<file path="src/rtl/ncl_dual_rail_tx.sv">
`default_nettype none
// ============================================================================
// ncl_dual_rail_tx : clocked valid/ready words -> NCL dual-rail DATA/NULL
//                    wavefronts, paced by the receiver's completion ko
// Revision: 1.0
// ============================================================================
module ncl_dual_rail_tx #(
  parameter int WIDTH       = 8,
  parameter int SYNC_STAGES = 2,
  parameter int TIMEOUT     = 255
) (
  input  logic             clk_i,
  input  logic             rst_ni,
  input  logic [WIDTH-1:0] in_data_i,
  input  logic             in_valid_i,
  output logic             in_ready_o,
  input  logic             ko_i,
  output logic [WIDTH-1:0] out_t_o,
  output logic [WIDTH-1:0] out_f_o,
  output logic             busy_o,
  output logic             timeout_err_o,
  output logic [15:0]      wave_cnt_o
);

  localparam int            TW  = (TIMEOUT < 1) ? 1 : $clog2(TIMEOUT + 1);
  localparam logic [TW-1:0] TMO = TW'(TIMEOUT);

  typedef enum logic [1:0] {
    S_WAIT_RFD  = 2'd0,
    S_DATA      = 2'd1,
    S_NULL_WAIT = 2'd2
  } state_t;

  state_t                 state_q;
  logic [SYNC_STAGES-1:0] sync_q;
  logic [WIDTH-1:0]       out_t_q;
  logic [WIDTH-1:0]       out_f_q;
  logic [15:0]            wave_cnt_q;
  logic [TW-1:0]          timer_q;
  logic [TW-1:0]          timer_d;
  logic                   err_q;
  logic                   err_d;
  logic                   ko_s;
  logic                   accept;
  logic                   in_phase;
  logic                   phase_end;

  assign ko_s       = sync_q[SYNC_STAGES-1];
  assign in_ready_o = (state_q == S_WAIT_RFD) & ko_s;
  assign accept     = in_valid_i & in_ready_o;
  assign in_phase   = (state_q != S_WAIT_RFD);
  assign phase_end  = accept
                    | ((state_q == S_DATA)      & ~ko_s)
                    | ((state_q == S_NULL_WAIT) &  ko_s);

  // Timer saturates at TIMEOUT so a long stall cannot wrap and re-fire.
  always_comb begin
    timer_d = timer_q;
    err_d   = err_q;
    if (phase_end || !in_phase) begin
      timer_d = '0;
    end else if (timer_q != TMO) begin
      timer_d = timer_q + 1'b1;
      if (timer_d == TMO) err_d = 1'b1;
    end
  end

  always_ff @(posedge clk_i or negedge rst_ni) begin
    if (!rst_ni) begin
      state_q    <= S_WAIT_RFD;
      sync_q     <= '0;
      out_t_q    <= '0;
      out_f_q    <= '0;
      wave_cnt_q <= '0;
      timer_q    <= '0;
      err_q      <= 1'b0;
    end else begin
      sync_q  <= {sync_q[SYNC_STAGES-2:0], ko_i};
      timer_q <= timer_d;
      err_q   <= err_d;
      case (state_q)
        S_WAIT_RFD: begin
          if (accept) begin
            out_t_q <= in_data_i;
            out_f_q <= ~in_data_i;
            state_q <= S_DATA;
          end
        end
        S_DATA: begin
          if (!ko_s) begin
            out_t_q    <= '0;
            out_f_q    <= '0;
            wave_cnt_q <= wave_cnt_q + 16'd1;
            state_q    <= S_NULL_WAIT;
          end
        end
        S_NULL_WAIT: begin
          if (ko_s) state_q <= S_WAIT_RFD;
        end
        default: begin
          out_t_q <= '0;
          out_f_q <= '0;
          state_q <= S_WAIT_RFD;
        end
      endcase
    end
  end

  assign out_t_o       = out_t_q;
  assign out_f_o       = out_f_q;
  assign busy_o        = in_phase;
  assign timeout_err_o = err_q;
  assign wave_cnt_o    = wave_cnt_q;

endmodule
`default_nettype wire
</file>
<file path="config.mk">
export PLATFORM = sky130hd
export DESIGN_NAME = ncl_dual_rail_tx
export DESIGN_NICKNAME = d
export VERILOG_FILES = /design/src/rtl/ncl_dual_rail_tx.sv
export SDC_FILE = /design/constraint.sdc
export NUM_CORES = 1
export LEC_CHECK = 0
export ABC_AREA = 1
export CAP_MARGIN = 15
export CORE_MARGIN = 8
export CORE_UTILIZATION = 45
export CTS_BUF_LIST = sky130_fd_sc_hd__clkbuf_4 sky130_fd_sc_hd__clkbuf_8
export DETAILED_ROUTE_END_ITERATION = 6
export GPL_TIMING_DRIVEN = 0
export PLACE_DENSITY = 0.82
export SLEW_MARGIN = 30
export SYNTH_ARGS = -nofsm -noshare
export SYNTH_HDL_FRONTEND = slang
export SYNTH_SLANG_ARGS = --single-unit
</file>
<file path="constraint.sdc">
create_clock -name clk_i -period 2.7 [get_ports clk_i]
set_clock_uncertainty 0.1 [all_clocks]
set_input_delay 0.27 -clock clk_i [delete_from_list [all_inputs] [get_ports clk_i]]
set_output_delay 0.27 -clock clk_i [all_outputs]
set_load 0.005 [all_outputs]
</file>
=== After elaboration in Yosys (flattened, before gate mapping) ===
Index checks and enable logic that the tools add are counted.

* Word-level logic and storage cells: 46
* Bits in registers: 45

* Reductions and logical operators: 9
* Bitwise gates (word level): 10
* Add/subtract/negate cells: 2
* Eq/ne operators: 7
* Multiplexer cells: 11

{| class="wikitable"
|+ Operator list
! kind !! count
|-
| case mux 8 bit (3 select lines) || 2
|-
| 2-to-1 mux 8 bit || 5
|-
| adder 16 x 1 -> 16 bit, second input constant || 1
|-
| AND reduction 3 bit || 3
|-
| adder 8 x 1 -> 8 bit, second input constant || 1
|-
| equality test 8 bit, second input constant || 1
|-
| inequality test 8 bit, second input constant || 1
|-
| NOT 8 bit || 1
|-
| 2-to-1 mux 2 bit || 3
|-
| inequality test 2 bit, second input constant || 3
|-
| case mux 2 bit (3 select lines) || 1
|-
| AND 1 bit || 4
|-
| nonzero test 2 bit || 2
|-
| NOT 1 bit || 3
|-
| equality test 2 x 1 -> 1 bit, second input constant || 1
|-
| equality test 2 bit, second input constant || 1
|-
| zero test 2 bit || 1
|-
| bitwise OR 1 bit || 2
|-
| AND reduction 2 bit || 1
|-
| zero test 1 bit || 1
|-
| logical OR 1 bit || 1
|}

=== Logic depth before layout (Yosys ltp) ===
Gate-level depths: netlist of run 1.

* Word-level depth: 8
* Gate-level depth with buffers: 9

=== Worst setup path after synthesis of run 1 ===
No wires, ideal clock.

* Path kind: register to register
* From: register sync_q[1]
* To: register wave_cnt_q[10], in the netlist wave_cnt_o[10]
* Data required time: 2.483 ns
* Stages on the path, launching flop included: 9
* Slack: 1.258 ns
* Data arrival time: 1.225 ns
* Library setup time: 0.117 ns
* Cell sequence: dfrtp_1 > inv_4 > nand3_2 > nor2_2 > nand3b_1 > inv_1 > nand2_1 > nand2_1 > nand2_1

* Longest elaborated chain between the ends: 2

{| class="wikitable"
|+ Ends and longest elaborated chain
! element !! RTL line !! source
|-
| start: declaration || 35 || <nowiki>logic [SYNC_STAGES-1:0] sync_q;</nowiki>
|-
| start signal: assignment || 78 || <nowiki>sync_q <= {sync_q[SYNC_STAGES-2:0], ko_i};</nowiki>
|-
| NOT 1 bit || -- ||
|-
| AND reduction 2 bit (no line) || -- ||
|-
| end signal: assignment || 93 || <nowiki>wave_cnt_q <= wave_cnt_q + 16'd1;</nowiki>
|-
| end: declaration || 38 || <nowiki>logic [15:0] wave_cnt_q;</nowiki>
|}

Every way passes these cells.
A chain may end at the register's enable or synchronous reset.

=== Worst setup path in the final report of run 1 ===
* From: register state_q[0]
* To: output in_ready_o

* Longest elaborated chain between the ends: 2

{| class="wikitable"
|+ Ends and longest elaborated chain
! element !! RTL line !! source
|-
| start: declaration || 34 || <nowiki>state_t state_q;</nowiki>
|-
| start signal: assignment || 70 || <nowiki>state_q <= S_WAIT_RFD;</nowiki>
|-
| start signal: assignment || 86 || <nowiki>state_q <= S_DATA;</nowiki>
|-
| start signal: assignment || 94 || <nowiki>state_q <= S_NULL_WAIT;</nowiki>
|-
| zero test 2 bit || 49 || <nowiki>assign in_ready_o = (state_q == S_WAIT_RFD) & ko_s;</nowiki>
|-
| AND 1 bit || 49 ||
|-
| end: declaration || 16 || <nowiki>output logic in_ready_o,</nowiki>
|}

Every way passes these cells.

==> results.txt, run 1 <==
- Area after detailed placement: 2831 um^2
- Setup fix buffers added after clock tree synthesis: 0
* Maximum count of clock buffers along a single path: 2
- For the worst flop-to-flop path, the logic depth is 8.
- Register area share after synthesis: a little under 50%
- Using the TritonRoute via totals, the vias-per-cell ratio works out to around 4.8.
* Power Density: 710.9 nW/um^2
- The worst path needs between 2000 and 2500 ps of the cycle, external delays included.
* Endpoints failing setup: 0
* Hold path startpoint: sync_q[0]$_DFF_PN0_
- Diode insertion count for antenna repair: 0
- Placer's final routability congestion estimate: around 0.85
- Before antenna repair, the detailed router went through 4 iterations.
- The number of nets in the synthesized netlist is approximately 300.
* Cells resized by post-CTS repair: 0
- CTS root buffer: sky130_fd_sc_hd__clkbuf_8
- The initial antenna violation count was 0.
- The hold violation count in the final report was 0.
- The count of buffers added on input and output ports is 46.
- Yosys synthesis warning count: 0
- Core Box Area: 4977 um^2
- Class of the worst hold path: reg2reg
* Clock transition at the registers of the reported paths: 80 ps
- Wires add up to slightly above 5000 um.
- Number of primary I/O pins: between 40 and 50
- Global-route layer with the greatest usage: met2
- The later pin in the worst-skew pair is clocked with a latency of 290 ps.
- STA classifies the critical path startpoint as a flop.
* Cts hold-fix bufs: 1
- At the pin with the least slew margin, the transition time is between 300 and 400 ps.
* M3 GR Usage: a little over 3%
* # rows: 26
- Global-route track usage on met2: between 20 and 25%
* Max Clock Freq: ~470 MHz
- The number of pins exceeding their max-slew limit in the final report is 0.
- End point of the worst hold path: sync_q[1]$_DFF_PN0_
- The netlist uses 25 different library cells.
* Critical setup path kind: reg2out
- The synthesized design contains 0 enable-type register cells.
- The die is 87 um wide.
* Remaining number of nets flagged by the antenna check after routing: 0
- Remaining design rule violation count: 0
* Power after layout: about 2.1 mW
- Crit path capture type: output port
* TNS Setup: 0 ps
- Global router's overall resource usage: roughly 14%
* Vertical die dimension: 87 um
- RSZ-0062 raised after global routing: no
* Peak fanout along the critical path: 10
* Number of violations reported at the end of detailed-routing iteration 0: a little under 90
- In the finished design, the share of the clock period the worst path needs comes to 78.12%.
- The first global-routing pass estimated 8583 um of wire.
- IR analysis of the VDD net gives a maximum drop of ~0.00053 V.
* Commonest non-fill, non-tap cells in the layout: 104 x sky130_fd_sc_hd__nand2_1, 45 x sky130_fd_sc_hd__clkdlybuf4s50_1, 45 x sky130_fd_sc_hd__dfrtp_1, 38 x sky130_fd_sc_hd__nand3_1, 34 x sky130_fd_sc_hd__nor2_1
- Across the run, the number of max-cap violations was 0.
- Hold Path Cell Cnt: 0
- After filler insertion, the fill cell instance count of the layout stands at approximately 420.
- CTS tree: built
- Leaving out fill and tap cells, the most frequent cell in the layout is sky130_fd_sc_hd__nand2_1.
- For this run, global-route usage on met1 was measured as ~17%.
* Die area: ~7600 um^2
- The initial utilization of the core area, before any placement, comes to a little under half.
- After synthesis, the mean cell area works out to between 7 and 8 um^2.
- Required time of the worst setup path: around 2300 ps
- Endpoint arrival time on the critical path: 1740 ps
- Worst-case register-to-register setup slack: just over 1000 ps
- Entering global routing, the biggest net connects 30 pins.
- P_leak: 1.385 nW
- TritonCTS created 5 clock buffers.
- For this run, the post-layout net count is about 360.
- Of the cells placed in the final design, the portion with a size suffix greater than 1 is between 7 and 8%.
* Sinks on Clock Net: 45
- Dividing the detail-routed wire length by the instance count gives around 12 um.
* Outcome: complete, no violations
* Half-perimeter wire length after detailed placement: 3959 um
* Post-synthesis instance area: roughly 2300 um^2
- From synthesis to final layout, the design area changed by 30.56%.
* Flop and latch count out of synthesis: 45
- Asr flop ratio synth: 100.0%
- Post-layout instance area: 2962 um^2
- Startpoint of the lowest-slack register-to-register path: state_q[1]$_DFFE_PN0P_
- Measured against its own limit, the worst slew margin works out to 74.37%.
- Worst flop-to-flop path endpoint: wave_cnt_o[11]$_DFFE_PN0P_
* Vias in the first global route: roughly 1,900
- The H-tree generated during clock tree synthesis spans 2 levels.
* Synthesized instance count: between 200 and 300
* Via count: 1,968
* Post-synth top flop: sky130_fd_sc_hd__dfrtp_1
- Summed over all layers, the global routing overflow is 0.
[flip-flops by register name, summed over array words and instances, names as in the netlist]
signal and flops:
wave_cnt_o 16, out_t_o 8, state_q 2, sync_q 2
timeout_err_o 1, out_f_o 8, timer_q 8
[power by group]
group | switching, mW | leakage (nW) | internal (mW) | total [mW]
combinational | 0.297 | 0.726 | 0.368 | 0.664
sequential | 0.110 | 0.597 | 0.814 | 0.924
clock | 0.205 | 0.0619 | 0.311 | 0.517
[critical path, stage by stage, from the launching register on]
cell and delay (ps):
sky130_fd_sc_hd__dfrtp_1 380, sky130_fd_sc_hd__buf_6 130, sky130_fd_sc_hd__nor2_4 200, sky130_fd_sc_hd__inv_4 120, sky130_fd_sc_hd__nor2_8 110, sky130_fd_sc_hd__clkdlybuf4s50_1 510
[through the flow]
stage,cells,utilization [%],worst slack (ps),hold WS (ps)
after floorplan,286,-,1258,-125.6
after global placement,402,56.59,98.36,232.1
final,412,59.50,590.7,250.7
after global routing,412,59.50,462.2,259.8
after detailed placement,403,56.89,903.2,111.6
after CTS,412,59.50,567.8,253.3
[cell families (layout without fill, tap and decap cells)]
group,count (synthesis),after routing,share of synthesized area (%)
XOR/XNOR,8,8,3.089
flip-flops,45,45,49.64
buffers and inverters,27,83,5.626
AO/OA/AOI/OAI,15,15,3.751
AND/OR/NAND/NOR,188,188,36.24
adder cells (fa/ha/maj),3,3,1.655
[per-layer routing]
layer	wire length [um]	vias up
met3	117	9
li1	-	1014
met5	0	-
met4	86	0
met2	2617	30
met1	2263	915
[Yosys cell counts, types with 3 or more instances]
cell type                    n  area share, %
sky130_fd_sc_hd__dfrtp_1    45             50
sky130_fd_sc_hd__ha_1        3            1.7
sky130_fd_sc_hd__inv_1      21            3.5
sky130_fd_sc_hd__nand2_1   104             17
sky130_fd_sc_hd__nand3_1    38            8.4
sky130_fd_sc_hd__nand3b_1    3           0.99
sky130_fd_sc_hd__nor2_1     34            5.6
sky130_fd_sc_hd__o21ai_0    10            2.2
sky130_fd_sc_hd__xnor2_1     5            1.9
sky130_fd_sc_hd__xor2_1      3            1.2
[layout make-up]
type / count / area [um^2] / area share, %
buffer: 4 / 36.28 / 1.225
clock buffer: 7 / 90.09 / 3.042
clock inverter: 1 / 30.03 / 1.014
inverter: 23 / 91.34 / 3.084
multi-input combinational: 214 / 1015 / 34.26
sequential: 45 / 1126 / 38.02
tap: 70 / 87.58 / 2.957
timing repair buffer: 48 / 485.5 / 16.39
[how the worst max path moves through the flow]
stage | start | end | slack, ps | depth (start not counted)
after floorplan | sync_q[1]$_DFF_PN0_ | wave_cnt_o[10]$_DFFE_PN0P_ | 1260 | 8
after global placement | rst_ni | out_f_o[1]$_DFFE_PN0P_ | 100 | 1
after detailed placement | state_q[0]$_DFFE_PN0P_ | in_ready_o | 900 | 5
after CTS | state_q[0]$_DFFE_PN0P_ | in_ready_o | 570 | 5
after global routing | state_q[0]$_DFFE_PN0P_ | in_ready_o | 460 | 5
final | state_q[0]$_DFFE_PN0P_ | in_ready_o | 590 | 5
(Power assumes the default switching activity.)
==> run 2, diff against run 1 <==
- PLACE_DENSITY: 0.82 -> 0.84
- clock period: 2.7 -> 1.7 ns (I/O delays scaled with it)
==> results.txt, run 2 (synthesis results as in run 1) <==
- The final setup violation count is 0 (unchanged).
- The fraction of final layout cells with drive strength greater than 1 is 8.772% (+1.5 points).
- The number of design rule violations left after detail routing came to 0 (unchanged).
- Gate family responsible for the most delay along the worst path: simple AND/OR/NAND/NOR gates
* Class of the worst hold path: in2reg
- Outcome: complete, no violations
* Critical setup path kind: reg2reg
* P_leak: 1.399 nW (+1.0%)
* RSZ-0062 raised after global routing: yes
- The highest ir drop seen on vdd is 0.0008670 V (+64%).
- The sum of buffers and inverters on the critical path was 1 (-2).
* Vias in the first global route: 2,036 (+7.2%)
- Element type at the critical path start: flop
- Wire length after detailed routing: 5293 um (+4.1%)
* Sinks on Clock Net: 45 (unchanged)
* Vias per std cell: 4.939 (+3.4%)
- Worst flop-to-flop path endpoint: wave_cnt_o[11]$_DFFE_PN0P_
- The final weighted congestion in routability-driven placement came to 0.8169 (-3.3%).
- Number of levels in the clock H-tree: 2 (unchanged)
- Depth of the critical timing path with buffers and inverters included: 8 (+3)
* Die area: 7569 um^2 (unchanged)
- The starting utilization of the core area was 45.58% (unchanged).
- Pin slew with the least headroom to its limit: 535.5 ps (+151.1 ps)
* Half-perimeter wire length after detailed placement: 3965 um (+0.15%)
- The per-cell routed wire length is 12.85 um (+4.1%).
* Peak fanout along the critical path: 6 (-4)
* Slowest stage delay, CP: 440 ps (-70 ps)
- The length of the first detailed-routing pass in iterations came to 4 (unchanged).
* Area growth syn-to-layout: 31.55%
* Startpoint of the lowest-slack register-to-register path: state_q[1]$_DFFE_PN0P_
- The initial antenna violation count came to 0 (unchanged).
- The global-route wire length before repair came to 8852 um (+3.1%).
- The clock-pin slew reported for the worst setup and hold paths after clock tree synthesis was 80 ps (about the same).
- The number of pins exceeding their max-slew limit in the final report is 0 (unchanged).
* Crit path capture type: flop
- TritonCTS built the clock tree.
- The ratio of total power to cell area came to 1129 nW/um^2 (+59%).
- For the finished layout, the period the worst path requires is around 1600 ps.
- Worst slew margin: 64.30% (-10 points)
* Cells along the critical path: inv_1 -> nand2_1 -> nor2_4 -> nand2_1 -> nor3_2 -> nand2_1 -> nand2_1 -> nand2_1
- Number of flip-flops under the largest register name: 16 (unchanged)
* CTS Buf Count: 5 (unchanged)
- The minimum setup slack among reg-to-reg paths came to 110 ps (-900 ps).
* Via count: 2,035 (+3.4%)
* Endpoint arrival time on the critical path: 1680 ps (-60 ps)
- Clock tree synthesis selected as its root buffer the cell sky130_fd_sc_hd__clkbuf_8.
* Cell with the most instances on the worst path: sky130_fd_sc_hd__nand2_1
- The height of the chip came to 87 um (unchanged).
- The largest net degree at the start of global routing came to 46 (+53%).
- Maximum count of clock buffers along a single path: 2 (unchanged)
* Die Span X: 87 um (unchanged)
* Core Box Area: 4977 um^2 (unchanged)
- Endpoints failing hold: 0 (unchanged)
- The post-route antenna net violation count came to 0 (unchanged).
- The number of violations reported at the end of detailed-routing iteration 0 is 69 (-22%).
- The clock latency on the worst-skew pair is 290 ps (about the same).
* Congestion Overflow GR: 0 (unchanged)
* PortBufs: 46 (unchanged)
- Worst Setup EP: wave_cnt_o[11]$_DFFE_PN0P_
- Number of primary I/O pins: 47 (unchanged)
- Diode insertion count for antenna repair: 0 (unchanged)
* Max Clock Freq: 628.2 MHz
- In this run the worst setup path begins at state_q[1]$_DFFE_PN0P_.
- The end-of-flow core utilization is 59.95% (+0.45 points).
* Most common cell after layout, fill and taps aside: sky130_fd_sc_hd__nand2_1
* Number of max-cap violations: 0 (unchanged)
- Cell at the slowest stage of the critical path: sky130_fd_sc_hd__dfrtp_1
* Worst hold margin: 207.9 ps (-42.79 ps)
* Global router's overall resource usage: 14.65% (+0.44 points)
* Period utilization: 93.63%
* Required time of the worst setup path: 1790 ps (-540 ps)
- # rows: 26 (unchanged)
- Length in cells of the worst reg-to-reg path: 8 (unchanged)
- Commonest non-fill, non-tap cells in the layout: 104 x sky130_fd_sc_hd__nand2_1, 45 x sky130_fd_sc_hd__dfrtp_1, 43 x sky130_fd_sc_hd__clkdlybuf4s50_1, 37 x sky130_fd_sc_hd__nand3_1, 32 x sky130_fd_sc_hd__nor2_1
- Net count, final: 356 (unchanged)
==> run 2: cell count changes in the layout (fill, tap and decap cells not counted), moves of 2 or more <==
| cell | previous run | this run |
|---|---|---|
| sky130_fd_sc_hd__nor2_4 | 1 | 3 |
| sky130_fd_sc_hd__buf_4 | 0 | 2 |
| sky130_fd_sc_hd__nor2_1 | 34 | 32 |
| sky130_fd_sc_hd__clkdlybuf4s50_1 | 45 | 43 |
==> run 2: final cells by class <==
class / instances / area [um^2]
plain buffers: 4 / 36.28
clock buffers: 7 / 90.09
clock inverters: 1 / 30.03
fillers: 407 / 1993
inverters: 23 / 91.34
multi-input cells: 214 / 1054
flip-flops and latches: 45 / 1126
well taps: 70 / 87.58
repair buffers: 48 / 469.2
==> run 2: how the worst min path moves through the flow <==
stage | startpoint | end | slack (ps) | cells after the start
final | ko_i | sync_q[0]$_DFF_PN0_ | 210 | 1
after global routing | ko_i | sync_q[0]$_DFF_PN0_ | 200 | 1
after floorplan | rst_ni | out_f_o[0]$_DFFE_PN0P_ | -230 | 0
after detailed placement | rst_ni | wave_cnt_o[4]$_DFFE_PN0P_ | 90 | 1
after CTS | ko_i | sync_q[0]$_DFF_PN0_ | 200 | 1
after global placement | sync_q[0]$_DFF_PN0_ | sync_q[1]$_DFF_PN0_ | 230 | 0
==> run 2: routing by layer <==
layer / GRT usage [%] / share of wire, % / up-vias / wire [um]
li1: - / - / 1010 / -
met5: 0 / 0 / - / 0
met1: 16.16 / 42 / 977 / 2219
met2: 25.82 / 52 / 35 / 2776
met4: 6.729 / 2.7 / 0 / 144
met3: 3.585 / 2.9 / 13 / 154
==> run 2: through the flow <==
stage	area [um^2]	setup slack, ps	std cells	total power, mW	TNS [ps]
floorplan	2268	257.9	286	1.921	0
global placement	2816	-814.1	402	2.512	-36560
detailed placement	2814	2.378	402	2.544	0
CTS	2954	44.87	412	3.385	0
global route	2984	-11.79	412	3.575	-20.90
finish	2984	108.3	412	3.368	0
==> run 2: power breakdown <==
part	leakage (nW)	total [mW]	switching (mW)	internal [mW]
logic	0.740	1.07	0.491	0.583
registers	0.597	1.47	0.175	1.29
clock network	0.0619	0.826	0.331	0.495
==> run 2: repair_timing <==
item	CTS	global route
setup buffers	1	0
hold buffers	1	0
pin swaps	1	0
gates resized for setup	3	10
setup endpoints to repair	3	14
endpoints found under the hold margin	45	0
gates cloned	0	0
